## config.mk

```make
export PLATFORM = sky130hd
export DESIGN_NAME = pipe_stage_skid_reg
export DESIGN_NICKNAME = d
export VERILOG_FILES = /design/src/rtl/pipe_stage_skid_reg.sv
export SDC_FILE = /design/constraint.sdc
export NUM_CORES = 1
export LEC_CHECK = 0
export ABC_AREA = 1
export BUFFER_PORTS_ARGS = -buffer_cell sky130_fd_sc_hd__buf_2
export CAP_MARGIN = 20
export CELL_PAD_IN_SITES_DETAIL_PLACEMENT = 0
export CELL_PAD_IN_SITES_GLOBAL_PLACEMENT = 1
export CORE_ASPECT_RATIO = 0.5
export CORE_MARGIN = 1.5
export CORE_UTILIZATION = 39
export CTS_CLUSTER_SIZE = 14
export DETAILED_ROUTE_END_ITERATION = 16
export GPL_TIMING_DRIVEN = 0
export PLACE_DENSITY_LB_ADDON = 0.25
export SLEW_MARGIN = 20
export SYNTH_ARGS = -nofsm -noshare
export SYNTH_HDL_FRONTEND = slang
export SYNTH_SLANG_ARGS = --single-unit
```

## constraint.sdc

```tcl
create_clock -name clk -period 1.8 [get_ports clk]
set_input_delay 0.18 -clock clk [delete_from_list [all_inputs] [get_ports clk]]
set_output_delay 0.18 -clock clk [all_outputs]
set_load 0.02 [all_outputs]
```

## src/rtl/pipe_stage_skid_reg.sv

```systemverilog
// rtl/pipe_stage_skid_reg.sv - valid/ready pipeline stage register with 2-entry skid buffer and bubble-safe flush
module pipe_stage_skid_reg #(
  parameter int DATA_WIDTH = 64,
  parameter int CTRL_WIDTH = 4
) (
  input  logic                  clk,
  input  logic                  reset_n,
  input  logic                  flush,
  input  logic                  in_valid,
  output logic                  in_ready,
  input  logic [DATA_WIDTH-1:0] in_data,
  input  logic [CTRL_WIDTH-1:0] in_ctrl,
  output logic                  out_valid,
  input  logic                  out_ready,
  output logic [DATA_WIDTH-1:0] out_data,
  output logic [CTRL_WIDTH-1:0] out_ctrl,
  output logic [1:0]            occupancy
);

  typedef enum logic [1:0] {
    EMPTY = 2'd0,
    BUSY  = 2'd1,
    FULL  = 2'd2
  } state_t;

  state_t                state;
  state_t                next_state;
  logic                  in_ready_q;
  logic                  out_valid_q;
  logic [1:0]            occ_q;
  logic [DATA_WIDTH-1:0] main_data;
  logic [CTRL_WIDTH-1:0] main_ctrl;
  logic [DATA_WIDTH-1:0] skid_data;
  logic [CTRL_WIDTH-1:0] skid_ctrl;
  logic                  accept;
  logic                  drain;
  logic                  load_main_in;
  logic                  load_main_skid;
  logic                  load_skid;

  assign accept = in_valid & in_ready_q;
  assign drain  = out_valid_q & out_ready;

  always_comb begin
    next_state     = state;
    load_main_in   = 1'b0;
    load_main_skid = 1'b0;
    load_skid      = 1'b0;
    case (state)
      EMPTY: begin
        if (accept) begin
          load_main_in = 1'b1;
          next_state   = BUSY;
        end
      end
      BUSY: begin
        if (accept && drain) begin
          load_main_in = 1'b1;
        end else if (drain) begin
          next_state = EMPTY;
        end else if (accept) begin
          load_skid  = 1'b1;
          next_state = FULL;
        end
      end
      FULL: begin
        if (drain) begin
          load_main_skid = 1'b1;
          next_state     = BUSY;
        end
      end
      default: next_state = EMPTY;
    endcase
  end

  // Status flags are registered from the next state so in_ready never sees out_ready combinationally.
  always_ff @(posedge clk or negedge reset_n) begin
    if (!reset_n) begin
      state       <= EMPTY;
      in_ready_q  <= 1'b1;
      out_valid_q <= 1'b0;
      occ_q       <= 2'd0;
    end else if (flush) begin
      state       <= EMPTY;
      in_ready_q  <= 1'b1;
      out_valid_q <= 1'b0;
      occ_q       <= 2'd0;
    end else begin
      state       <= next_state;
      in_ready_q  <= (next_state != FULL);
      out_valid_q <= (next_state != EMPTY);
      occ_q       <= next_state;
    end
  end

  always_ff @(posedge clk or negedge reset_n) begin
    if (!reset_n) begin
      main_data <= '0;
      main_ctrl <= '0;
      skid_data <= '0;
      skid_ctrl <= '0;
    end else if (!flush) begin
      if (load_main_in) begin
        main_data <= in_data;
        main_ctrl <= in_ctrl;
      end else if (load_main_skid) begin
        main_data <= skid_data;
        main_ctrl <= skid_ctrl;
      end
      if (load_skid) begin
        skid_data <= in_data;
        skid_ctrl <= in_ctrl;
      end
    end
  end

  assign in_ready  = in_ready_q;
  assign out_valid = out_valid_q;
  assign out_data  = main_data;
  assign out_ctrl  = main_ctrl & {CTRL_WIDTH{out_valid_q}};
  assign occupancy = occ_q;

endmodule

```

=== Word-level counts from Yosys, hierarchy flattened ===
Index checks and enable logic that the tools add are counted.

* Word-level logic and storage cells: 41
* Output and inout port bits: 72
* Flip-flop bits (word level): 140

* Eq/ne operators: 3
* Mux-type cells: 21
* Bitwise gates (word level): 4
* Reduce and logical (&&, ||, !) cells: 6

{| class="wikitable"
|+ Operators by type and width
! cell !! count
|-
| $mux 64 || 2
|-
| $mux 2 || 6
|-
| $mux 1 || 9
|-
| $mux 4 || 2
|-
| $pmux 2 s3 || 1
|-
| $and 4x4->4 || 1
|-
| $reduce_and 2->1 || 2
|-
| $reduce_bool 2->1 || 2
|-
| $and 1x1->1 || 2
|-
| $eq 2x1->1 const B || 1
|-
| $eq 2x2->1 const B || 1
|-
| $logic_not 2->1 || 1
|-
| $ne 2x2->1 const B || 1
|-
| $pmux 1 s2 || 1
|-
| $logic_and 1x1->1 || 1
|-
| $not 1->1 || 1
|}

=== Logic depth before layout (Yosys ltp) ===
Gate-level depths: netlist (run 1).

* Depth in word-level cells: 7
* Mapped depth: 9

=== Worst setup path after synthesis (run 1) ===
Ideal clock, no wire load.

* Path kind: register -> register
* Start: register in_ready_q (netlist: in_ready)
* End: register main_data[15] (netlist: out_data[15])
* Required time: 1.684 ns
* Cell stages (with the launch flop): 10
* Data arrival time: 1.521 ns
* Buffers on the path: 2
* Path slack: 0.163 ns
* Path through: dfstp_2 > nand2_1 > nor2_4 > nand2_2 > nand2_1 > nand2_1 > buf_2 > buf_4 > nand2_1 > nand2_1

* Word-level cells in the longest chain between the ends: 6
* Elaborated cells between the ends (all ways): 8
* Classes of those cells: mux: 4; bitwise: 1; reduce/logical: 3

{| class="wikitable"
|+ RTL lines
! element !! RTL line !! source
|-
| start: declaration || 28 || <nowiki>logic in_ready_q;</nowiki>
|-
| start signal: assignment || 90 || <nowiki>in_ready_q <= (next_state != FULL);</nowiki>
|-
| $and 1x1->1 (*) || 41 || <nowiki>assign accept = in_valid & in_ready_q;</nowiki>
|-
| $logic_and 1x1->1 || 57 || <nowiki>if (accept && drain) begin</nowiki>
|-
| $mux 1 || 57 ||
|-
| $pmux 1 s2 (*) || 49 || <nowiki>case (state)</nowiki>
|-
| $reduce_bool 2->1 (no line) || - ||
|-
| $reduce_and 2->1 (no line) || - ||
|-
| end signal: assignment || 104 || <nowiki>main_data <= in_data;</nowiki>
|-
| end signal: assignment || 107 || <nowiki>main_data <= skid_data;</nowiki>
|-
| end: declaration || 31 || <nowiki>logic [DATA_WIDTH-1:0] main_data;</nowiki>
|}

Every way passes the cells marked *; elsewhere a longest branch is shown, timed or not.
A chain may end at the register's enable or synchronous reset.

=== Final worst setup path (run 1) ===
* Start: register in_ready_q (netlist: in_ready)
* End: register main_data[20] (netlist: out_data[20])

The elaborated chain is that of the path after synthesis.

==> summary.txt, run 1 <==
Global route
  • First-pass GRT wire length: 27400 um
  • Via count of the first global-routing pass: 5490
  • All-Layer GR Usage: 20.5%
  • Maximum number of pins on one net before global-route repair: 98
  • Global-route congestion overflow total: 0
  • Number of antenna violations at the first check in global routing: 1

Synthesis
  • Yosys warning count: 0
  • Per-instance average area after synthesis: 7.61 um^2
  • Synthesized instance count: 835
  • Combined area of all synthesized cells: 6360 um^2
  • Top-area cell type share of the netlist area: 54.7%
  • Cells taking the most area after synthesis: sky130_fd_sc_hd__dfrtp_1, sky130_fd_sc_hd__nand2_1, sky130_fd_sc_hd__nand3_1, sky130_fd_sc_hd__o21ai_0, sky130_fd_sc_hd__inv_1
  • Sequential-to-total area share from yosys stat: 55.1%
  • Synth Register Bits: 140
  • Cell taking the most area after synthesis: sky130_fd_sc_hd__dfrtp_1
  • Net count of the mapped netlist: 908
  • Synth cell types: 18

Finish
  • Fraction of layout instances using a drive strength above 1: 23.0%
  • Count of nets after finishing: 1079
  • Layout Area Growth over Synthesis: 29.2%
  • Utilization of the core after routing: 52.5%
  • Post-route cell area: 8210 um^2
  • Filler cells: 1583

Power and ir drop
  • Power per unit of standard cell area: 1580 nW/um^2
  • Overall Power: 0.0130 W
  • Cell leakage power: 4.88 nW
  • Switching part of the total power: 34.5%
  • Switching power summed over all nets: 0.00449 W
  • Internal power: 0.00852 W
  • Clock share of power: 30.5%
  • Max VDD drop: 0.672 mV
  • Power share of the combinational group: 29.8%
  • Proportion of power drawn by flip-flops and latches: 39.7%

Setup path
  • Data arrival, critical path: 1.99 ns
  • Worst Setup Start Kind: flip-flop
  • Worst path top cell family by delay: simple AND/OR/NAND/NOR gates
  • CP Cell Sequence: nand2_2 -> nor2_4 -> nand2_4 -> nand2_1 -> nand2_4 -> buf_6 -> buf_4 -> nand2_1 -> nand2_1
  • Kind of end point of the critical path: flip-flop
  • CP most frequent cell: sky130_fd_sc_hd__nand2_1
  • Largest fanout on the critical path: 10
  • Maximum cell stage delay along the critical path: 0.54 ns
  • Critical path buffer and inverter count: 2
  • Required @ worst endpoint: 2.11 ns
  • Max stage delay cell, worst path: sky130_fd_sc_hd__dfstp_2
  • Worst Path Class, Setup: reg -> reg

Placement
  • HPWL reported at the end of detailed placement: 10800 um
  • RePlAce Congestion: 0.774
  • Port bufs: 144
  • Area post-placement: 7390 um^2
  • Worst slack after detailed placement: -0.226 ns

Timing
  • Final number of hold-violating endpoints: 0
  • Clk_skew: 0.0108 ns
  • Finish-stage setup viols: 0
  • Final period util: 93.4%
  • Worst-case setup margin in the final layout: 0.119 ns
  • Final Max Slew Viols: 0
  • Setup TNS Final: 0 ns
  • Slew margin rel.: 64.7%
  • Worst-Margin Slew: 0.529 ns
  • Final worst path period need: 1.68 ns
  • Achievable Freq: 0.595 GHz
  • Setup repair after global routing missed its margin: true

Floorplan
  • Chip Height: 93.3 um
  • Starting Density: 40.6%
  • Core region area: 15700 um^2
  • Die Area: 17100 um^2
  • Number of rows created at floorplan: 32
  • Width of the die: 184 um
  • Boundary pin count: 145

Clock tree
  • Root buffer cell: sky130_fd_sc_hd__clkbuf_16
  • Max Buffers Root-to-Sink: 2
  • Maximum level of the CTS H-tree: 4
  • Clock slew at the register clock pins of the worst setup and hold paths: 0.06 ns
  • Clock insertion delay at the later pin of the skew report: 0.42 ns
  • Inserted Clock Buffers: 17
  • CTS tree: done
  • Number of clock sinks: 140

Detailed routing
  • Router iterations before antenna repair: 5
  • Detailed-route wire length: 16200 um
  • Post-route ant nets: 0
  • Number of vias after detailed routing: 5603
  • Initial DRC Count: 294
  • Avg Vias per Cell: 4.51
  • DRC violations left: 0
  • WL/cell: 13.0 um

Status
  • Result of the run: finished, final reports clean

Hold path
  • Type of the worst min-delay path: in -> reg

Flow run
  • Max-capacitance violation count: 0
power by group through the flow:
stage	clock network (W)	logic [W]	registers [W]
2_1_floorplan	0	0.00183	0.00588
3_3_place_gp	0	0.00379	0.00517
3_5_place_dp	0	0.00386	0.00520
4_1_cts	0.00406	0.00390	0.00516
5_1_grt	0.00419	0.00445	0.00535
6_report	0.00397	0.00388	0.00516
what timing repair did:
| item | in CTS | in global routing |
|---|---|---|
| hold buffers | 2 | 0 |
| endpoints found under the hold margin | 44 | 0 |
| resized for setup | 21 | 42 |
| pin swaps | 1 | 2 |
| endpoints found under the setup margin | 131 | 128 |
| buffers inserted | 1 | 4 |
metrics by stage:
stage	hold slack [ns]	instances
global placement	0.445	1200
finish	0.0190	1241
detailed placement	0.104	1201
CTS	0.00115	1236
floorplan	-0.116	835
global route	0.0178	1240
placed cells by master (no fill, tap or decap), drive strengths merged:
master | netlist | layout
dlygate4sd3 | 0 | 2
a21oi | 1 | 1
dfrtp | 139 | 139
and2 | 1 | 1
nor2 | 2 | 2
nand3 | 70 | 70
diode | 0 | 1
clkinv | 0 | 2
nand4 | 2 | 2
bufinv | 0 | 5
inv | 77 | 77
buf | 24 | 174
nand2 | 423 | 423
dfstp | 1 | 1
clkbuf | 26 | 48
o21ai | 69 | 69
clkinvlp | 0 | 3
per-layer routing:
metal | track usage [%] | share of wire [%] | wire length (um)
met2 | 32.8 | 45 | 7310
met4 | 6.01 | 0.60 | 97
met1 | 27.9 | 50 | 8090
met3 | 4.75 | 4.2 | 684
met5 | 0 | 0 | 0
final cells by class:
type | count | area, um^2 | area share (%)
antenna | 1 | 2.50 | 0.0305
timing repair buffer | 152 | 816 | 9.93
multi-input combinational | 568 | 2360 | 28.7
inverter | 77 | 289 | 3.52
clock inverter | 10 | 186 | 2.27
buffer | 50 | 294 | 3.58
clock buffer | 22 | 484 | 5.89
sequential | 140 | 3500 | 42.7
tap | 221 | 277 | 3.37
logic make-up (layout without fill, tap and decap cells):
kind of cell / count (synthesis) / after routing / share of synthesized area (%)
flip-flops: 140 / 140 / 55.1
buffers and inverters: 127 / 311 / 8.17
AND/OR/NAND/NOR: 498 / 498 / 31.1
other: 0 / 1 / 0
AO/OA/AOI/OAI: 70 / 70 / 5.57
synthesized netlist by cell type:
master and instances:
sky130_fd_sc_hd__nand2_1 420, sky130_fd_sc_hd__dfrtp_1 139, sky130_fd_sc_hd__inv_1 76, sky130_fd_sc_hd__nand3_1 70, sky130_fd_sc_hd__o21ai_0 69, sky130_fd_sc_hd__clkbuf_1 26, sky130_fd_sc_hd__buf_2 13, sky130_fd_sc_hd__buf_1 6
sky130_fd_sc_hd__buf_4 3, sky130_fd_sc_hd__nand2_2 3, sky130_fd_sc_hd__buf_6 2, sky130_fd_sc_hd__nand4_1 2, sky130_fd_sc_hd__a21oi_2 1, sky130_fd_sc_hd__and2_1 1, sky130_fd_sc_hd__dfstp_2 1, sky130_fd_sc_hd__inv_2 1
sky130_fd_sc_hd__nor2_1 1, sky130_fd_sc_hd__nor2_4 1
worst paths after layout:
path                                           from                        end  slack (ns)  depth (start not counted)
setup reg to reg                 in_ready$_DFF_PN1_   out_data[20]$_DFFE_PN0P_        0.12                          9
max in group asynchronous                   reset_n  skid_data[16]$_DFFE_PN0P_        0.73                          3
hold / removal                          in_data[32]  skid_data[32]$_DFFE_PN0P_        0.02                          3
hold reg to reg            out_data[29]$_DFFE_PN0P_   out_data[29]$_DFFE_PN0P_        0.47                          2
setup / recovery                 in_ready$_DFF_PN1_   out_data[20]$_DFFE_PN0P_        0.12                          9
min in group asynchronous                   reset_n   out_data[58]$_DFFE_PN0P_        0.24                          2
sequential cells by signal, indices dropped and copies added, names as in the netlist:
register / cells
out_data: 64
main_ctrl: 4
skid_data: 64
occupancy: 2
out_valid: 1
skid_ctrl: 4
in_ready: 1
worst reg2reg max path: cells and delay by family, from the launching register on:
kind / cells / cell delay [ns]
flip-flops: 1 / 0.54
buffers and inverters: 2 / 0.34
AND/OR/NAND/NOR: 7 / 0.70
Power figures use the tool's default switching activity.
==> run 2: changes to the inputs <==
- CORE_MARGIN: 1.5 -> 5
==> run 2 against run 1 <==
  * Design area decreased by 0.35%
  * Setup slack better by 0.0047 ns
  * Fmax increased by 0.28%
  * Combinational power barely moved
  * Sequential power about the same
  * Register-to-register slack about the same
  * Largest cell class unchanged
==> summary.txt, run 2 (synthesized netlist as in run 1, its figures left out) <==
Clock tree
  • Max Buffers Root-to-Sink: 2
  • CTS tree: done
  • Clock insertion delay at the later pin of the skew report: 0.42 ns
  • Clock slew at the register clock pins of the worst setup and hold paths: 0.07 ns
  • Maximum level of the CTS H-tree: 4
  • Number of clock sinks: 140
  • Root buffer cell: sky130_fd_sc_hd__clkbuf_16
  • Inserted Clock Buffers: 17

Power and ir drop
  • Cell leakage power: 4.86 nW
  • Power per unit of standard cell area: 1580 nW/um^2
  • Max VDD drop: 0.753 mV

Timing
  • Worst-Margin Slew: 0.507 ns
  • Setup repair after global routing missed its margin: false
  • Slew margin rel.: 66.2%
  • Final period util: 93.1%
  • Achievable Freq: 0.597 GHz
  • Final worst path period need: 1.68 ns
  • Final number of hold-violating endpoints: 0
  • Clk_skew: 0.0112 ns
  • Final Max Slew Viols: 0
  • Finish-stage setup viols: 0

Global route
  • Via count of the first global-routing pass: 5464
  • Number of antenna violations at the first check in global routing: 1
  • Global-route congestion overflow total: 0
  • First-pass GRT wire length: 27800 um
  • All-Layer GR Usage: 18.2%
  • Maximum number of pins on one net before global-route repair: 93

Setup path
  • RR Startpoint: in_ready$_DFF_PN1_
  • Worst Path Class, Setup: reg -> reg
  • Worst Setup Start Kind: flip-flop
  • Largest fanout on the critical path: 10
  • CP Cell Sequence: nand2_2 -> nor2_4 -> nand2_4 -> a21oi_4 -> buf_6 -> buf_6 -> nand2_1 -> nand2_1
  • Max stage delay cell, worst path: sky130_fd_sc_hd__dfstp_2
  • R2R setup slack: 0.12 ns
  • Data arrival, critical path: 2.02 ns
  • Maximum cell stage delay along the critical path: 0.53 ns
  • Required @ worst endpoint: 2.15 ns
  • Kind of end point of the critical path: flip-flop
  • Critical path startpoint: in_ready$_DFF_PN1_

Floorplan
  • Boundary pin count: 145
  • Number of rows created at floorplan: 33
  • Die Area: 19100 um^2
  • Width of the die: 191 um
  • Core region area: 16200 um^2
  • Chip Height: 100 um
  • Starting Density: 39.3%

Detailed routing
  • Number of vias after detailed routing: 5659
  • Detailed-route wire length: 16900 um
  • DRC violations left: 0
  • Router iterations before antenna repair: 5
  • Avg Vias per Cell: 4.56
  • Post-route ant nets: 0
  • Initial DRC Count: 282
  • WL/cell: 13.6 um

Finish
  • Fraction of layout instances using a drive strength above 1: 23.0%
  • Utilization of the core after routing: 50.6%
  • Non-filler instance count after layout: 1242
  • Filler cells: 1633
  • Commonest non-fill, non-tap cells in the layout: sky130_fd_sc_hd__nand2_1, sky130_fd_sc_hd__buf_2, sky130_fd_sc_hd__dfrtp_1, sky130_fd_sc_hd__inv_1, sky130_fd_sc_hd__nand3_1
  • Antenna cell count: 0
  • Most frequent standard cell in the layout excluding fill and tap cells: sky130_fd_sc_hd__nand2_1
  • Count of nets after finishing: 1075
  • Layout Area Growth over Synthesis: 28.8%

Flow run
  • Max-capacitance violation count: 0

Placement
  • Placed cell count: 1207
  • Port bufs: 144
  • RePlAce Congestion: 0.756
  • HPWL reported at the end of detailed placement: 11500 um

Status
  • Result of the run: finished, final reports clean

Hold path
  • Min-Delay Startpoint: in_data[5]
  • Type of the worst min-delay path: in -> reg
## run 2: repair_timing
| item | in CTS | in global routing |
|---|---|---|
| hold buffers | 1 | 0 |
| hold endpoints to repair | 48 | 0 |
| endpoints found under the setup margin | 131 | 128 |
| pin swaps | 1 | 1 |
| setup buffers | 1 | 1 |
| gates resized for setup | 22 | 68 |
## run 2: path summary, 6_finish.rpt
kind                       depth (start not counted)                       end
setup / recovery                                   8  out_data[15]$_DFFE_PN0P_
hold / removal                                     3  skid_data[5]$_DFFE_PN0P_
setup reg to reg                                   8  out_data[15]$_DFFE_PN0P_
hold reg to reg                                    2  out_data[17]$_DFFE_PN0P_
max in group asynchronous                          3  out_data[15]$_DFFE_PN0P_
min in group asynchronous                          2  out_data[57]$_DFFE_PN0P_
## run 2: power breakdown
part / internal [W] / leakage [nW] / switching [W]
Sequential: 0.00448 / 1.78 / 0.000675
Clock: 0.00257 / 0.319 / 0.00135
Combinational: 0.00144 / 2.76 / 0.00246
## run 2: area by class of cell
| class | count | area, um^2 | area share [%] |
|---|---|---|---|
| Multi-Input combinational cell | 568 | 2360 | 28.8 |
| Tap cell | 227 | 284 | 3.47 |
| Timing Repair Buffer | 148 | 783 | 9.57 |
| Buffer | 50 | 307 | 3.75 |
| Clock inverter | 11 | 189 | 2.31 |
| Sequential cell | 140 | 3500 | 42.8 |
| Inverter | 77 | 289 | 3.53 |
| Clock buffer | 21 | 470 | 5.75 |
## run 2: critical path, delay by kind of cell (launching register included)
kind	cells	cell delay, ns
DFF	1	0.53
and+or+nand+nor	5	0.50
AOI/OAI and AO/OA	1	0.25
buffers and inverters	2	0.31
## run 2: routing by layer
| layer | wire [um] | part of all wire (%) | GRT usage (%) |
|---|---|---|---|
| met3 | 806 | 4.8 | 4.45 |
| met5 | 11 | 0.065 | 0 |
| met2 | 7890 | 47 | 28.8 |
| met4 | 111 | 0.66 | 4.25 |
| met1 | 8030 | 48 | 25.5 |
## run 2: stage by stage
stage	setup TNS [ns]	cell area (um^2)	worst slack [ns]	power, W	hold WS, ns
2_1_floorplan	0	6360	0.163	0.00771	-0.116
3_3_place_gp	-225.01	7360	-1.57	0.00897	0.445
3_5_place_dp	-10.72	7400	-0.223	0.00908	0.127
4_1_cts	0	8120	0.00154	0.0131	0.00712
5_1_grt	0	8190	0.00423	0.0139	0.0128
6_report	0	8190	0.124	0.0130	0.0207
==> run 3: changes to the inputs <==
- clock period: 1.8 -> 1.6 ns (I/O delays scaled with it)
==> run 3 against run 2 <==
  * The flow now finishes with violations (negative hold slack, negative setup slack)
  * Critical path depth stayed put
  * First-iteration DRC count is 7.4% higher
  * Total power is 21% higher
  * Combinational power is 35% higher
  * Global-route usage is 0.40 points higher
  * Core utilization is 8.2 points higher
  * Non-clock buffer count is 48 higher
  * Routed wire length is 6.5% higher
  * Fmax is 1.5% lower
  * Critical path type unchanged
  * Highest routed layer unchanged
==> summary.txt, run 3 (synthesized netlist as in run 1, its figures left out) <==
Status
  • Result of the run: finished with violations
  • Violated checks: negative hold slack, negative setup slack

Finish
  • Filler cells: 1546
  • Commonest non-fill, non-tap cells in the layout: sky130_fd_sc_hd__nand2_1, sky130_fd_sc_hd__buf_2, sky130_fd_sc_hd__dfrtp_1, sky130_fd_sc_hd__nand2_2, sky130_fd_sc_hd__inv_1
  • Multi-input logic area: 2780 um^2
  • Layout Area Growth over Synthesis: 49.8%
  • Fraction of layout instances using a drive strength above 1: 35.7%
  • Most frequent standard cell in the layout excluding fill and tap cells: sky130_fd_sc_hd__nand2_1
  • Sequential cell area: 3500 um^2
  • Utilization of the core after routing: 58.8%
  • Count of nets after finishing: 1123
  • Antenna cell count: 0

Setup path
  • Max stage delay cell, worst path: sky130_fd_sc_hd__dfstp_2
  • CP Cell Sequence: nand2_4 -> nor2_4 -> nand4_1 -> buf_6 -> buf_12 -> clkbuf_16 -> nand2_2 -> o21ai_1
  • Worst path top cell family by delay: flip-flops
  • Kind of end point of the critical path: flip-flop
  • Maximum cell stage delay along the critical path: 0.55 ns
  • Worst Path Class, Setup: reg -> reg
  • Data arrival, critical path: 1.98 ns
  • Largest fanout on the critical path: 8
  • Critical path buffer and inverter count: 3
  • Required @ worst endpoint: 1.88 ns
  • Worst Setup Start Kind: flip-flop
  • R2R setup slack: -0.10 ns

Floorplan
  • Core region area: 16200 um^2
  • Number of rows created at floorplan: 33
  • Width of the die: 191 um
  • Starting Density: 39.3%
  • Die Area: 19100 um^2
  • Boundary pin count: 145
  • Chip Height: 100 um

Global route
  • First-pass GRT wire length: 28800 um
  • Maximum number of pins on one net before global-route repair: 77
  • All-Layer GR Usage: 18.6%
  • Global-route congestion overflow total: 0
  • Via count of the first global-routing pass: 5653
  • Number of antenna violations at the first check in global routing: 1

Timing
  • Finish-stage setup viols: 133
  • Final Max Slew Viols: 0
  • Worst-Margin Slew: 0.625 ns
  • Final worst path period need: 1.70 ns
  • Clk_skew: 0.0145 ns
  • Setup repair after global routing missed its margin: true
  • Worst-case setup margin in the final layout: -0.101 ns
  • Worst hold-check slack: -0.00101 ns
  • Final period util: 106%
  • Slew margin rel.: 58.4%
  • Achievable Freq: 0.588 GHz
  • Setup TNS Final: -8.34 ns
  • Final number of hold-violating endpoints: 1

Clock tree
  • Inserted Clock Buffers: 17
  • Clock slew at the register clock pins of the worst setup and hold paths: 0.06 ns
  • Number of clock sinks: 140
  • Clock insertion delay at the later pin of the skew report: 0.41 ns
  • Max Buffers Root-to-Sink: 2
  • Root buffer cell: sky130_fd_sc_hd__clkbuf_16
  • CTS tree: done
  • Maximum level of the CTS H-tree: 4

Detailed routing
  • Post-route ant nets: 0
  • Avg Vias per Cell: 4.55
  • Router iterations before antenna repair: 4
  • Detailed-route wire length: 17900 um
  • Number of vias after detailed routing: 5859
  • WL/cell: 13.9 um
  • DRC violations left: 0
  • Initial DRC Count: 303

Hold path
  • Type of the worst min-delay path: in -> reg

Placement
  • Port bufs: 144
  • RePlAce Congestion: 0.781
  • HPWL reported at the end of detailed placement: 11500 um

Flow run
  • Max-capacitance violation count: 0

Power and ir drop
  • Cell leakage power: 5.38 nW
  • Overall Power: 0.0157 W
  • Power per unit of standard cell area: 1650 nW/um^2
  • Max VDD drop: 0.958 mV
run 3: cell count changes in the layout (fill, tap and decap cells not counted), sizes merged:
cell | previous run | this run
clkinv | 4 | 3
dlygate4sd3 | 1 | 31
inv | 77 | 80
clkinvlp | 2 | 1
clkbuf | 47 | 37
bufinv | 5 | 6
buf | 171 | 196
run 3: path summary, 6_finish.rpt:
check,from,endpoint,cells past startpoint
worst max-delay path,in_ready$_DFF_PN1_,skid_data[37]$_DFFE_PN0P_,8
worst min-delay path,in_data[55],skid_data[55]$_DFFE_PN0P_,3
worst max register to register,in_ready$_DFF_PN1_,skid_data[37]$_DFFE_PN0P_,8
worst min register to register,out_data[29]$_DFFE_PN0P_,out_data[29]$_DFFE_PN0P_,2
max in group asynchronous,reset_n,in_ready$_DFF_PN1_,3
min in group asynchronous,reset_n,out_data[58]$_DFFE_PN0P_,2
run 3: cell type report:
type / count / share of cell area (%)
Inverter: 77 / 3.04
Timing Repair Buffer: 198 / 15.2
Tap cell: 227 / 2.98
Buffer: 48 / 5.73
Clock buffer: 18 / 4.51
Multi-Input combinational cell: 568 / 29.2
Clock inverter: 13 / 2.48
Sequential cell: 140 / 36.8
run 3: routing by layer:
metal / vias up / global-route usage (%) / routed length (um)
met2: 96 / 30.5 / 8580
met5: - / 0 / 7
li1: 2985 / - / -
met1: 2770 / 26.0 / 8670
met3: 6 / 3.47 / 625
met4: 2 / 4.14 / 64
run 3: worst min-delay path: cells and delay by family:
family / cells / cell delay, ns
AOI/OAI and AO/OA: 1 / 0.06
buffers and inverters: 2 / 0.15
run 3: through the flow:
stage,instances,instance area (um^2),setup WS [ns]
final,1289,9520,-0.101
after global routing,1289,9520,-0.154
after CTS,1272,8730,-0.0650
after detailed placement,1207,7410,-0.411
after global placement,1206,7380,-1.76
after floorplan,835,6370,0.0137
run 3: where the power goes:
group / leakage [nW] / total, W / internal [W] / switching [W]
clock: 0.321 / 0.00448 / 0.00293 / 0.00155
combinational: 3.27 / 0.00527 / 0.00222 / 0.00305
sequential: 1.78 / 0.00599 / 0.00504 / 0.000948
total: 5.38 / 0.0157 / 0.0102 / 0.00555
run 3: timing repair:
| action | CTS | global route |
|---|---|---|
| setup buffers | 9 | 3 |
| pin swaps | 2 | 18 |
| endpoints found under the setup margin | 136 | 136 |
| hold buffers | 24 | 7 |
| gates resized for setup | 115 | 233 |
| gates cloned | 2 | 8 |
| hold endpoints to repair | 98 | 7 |
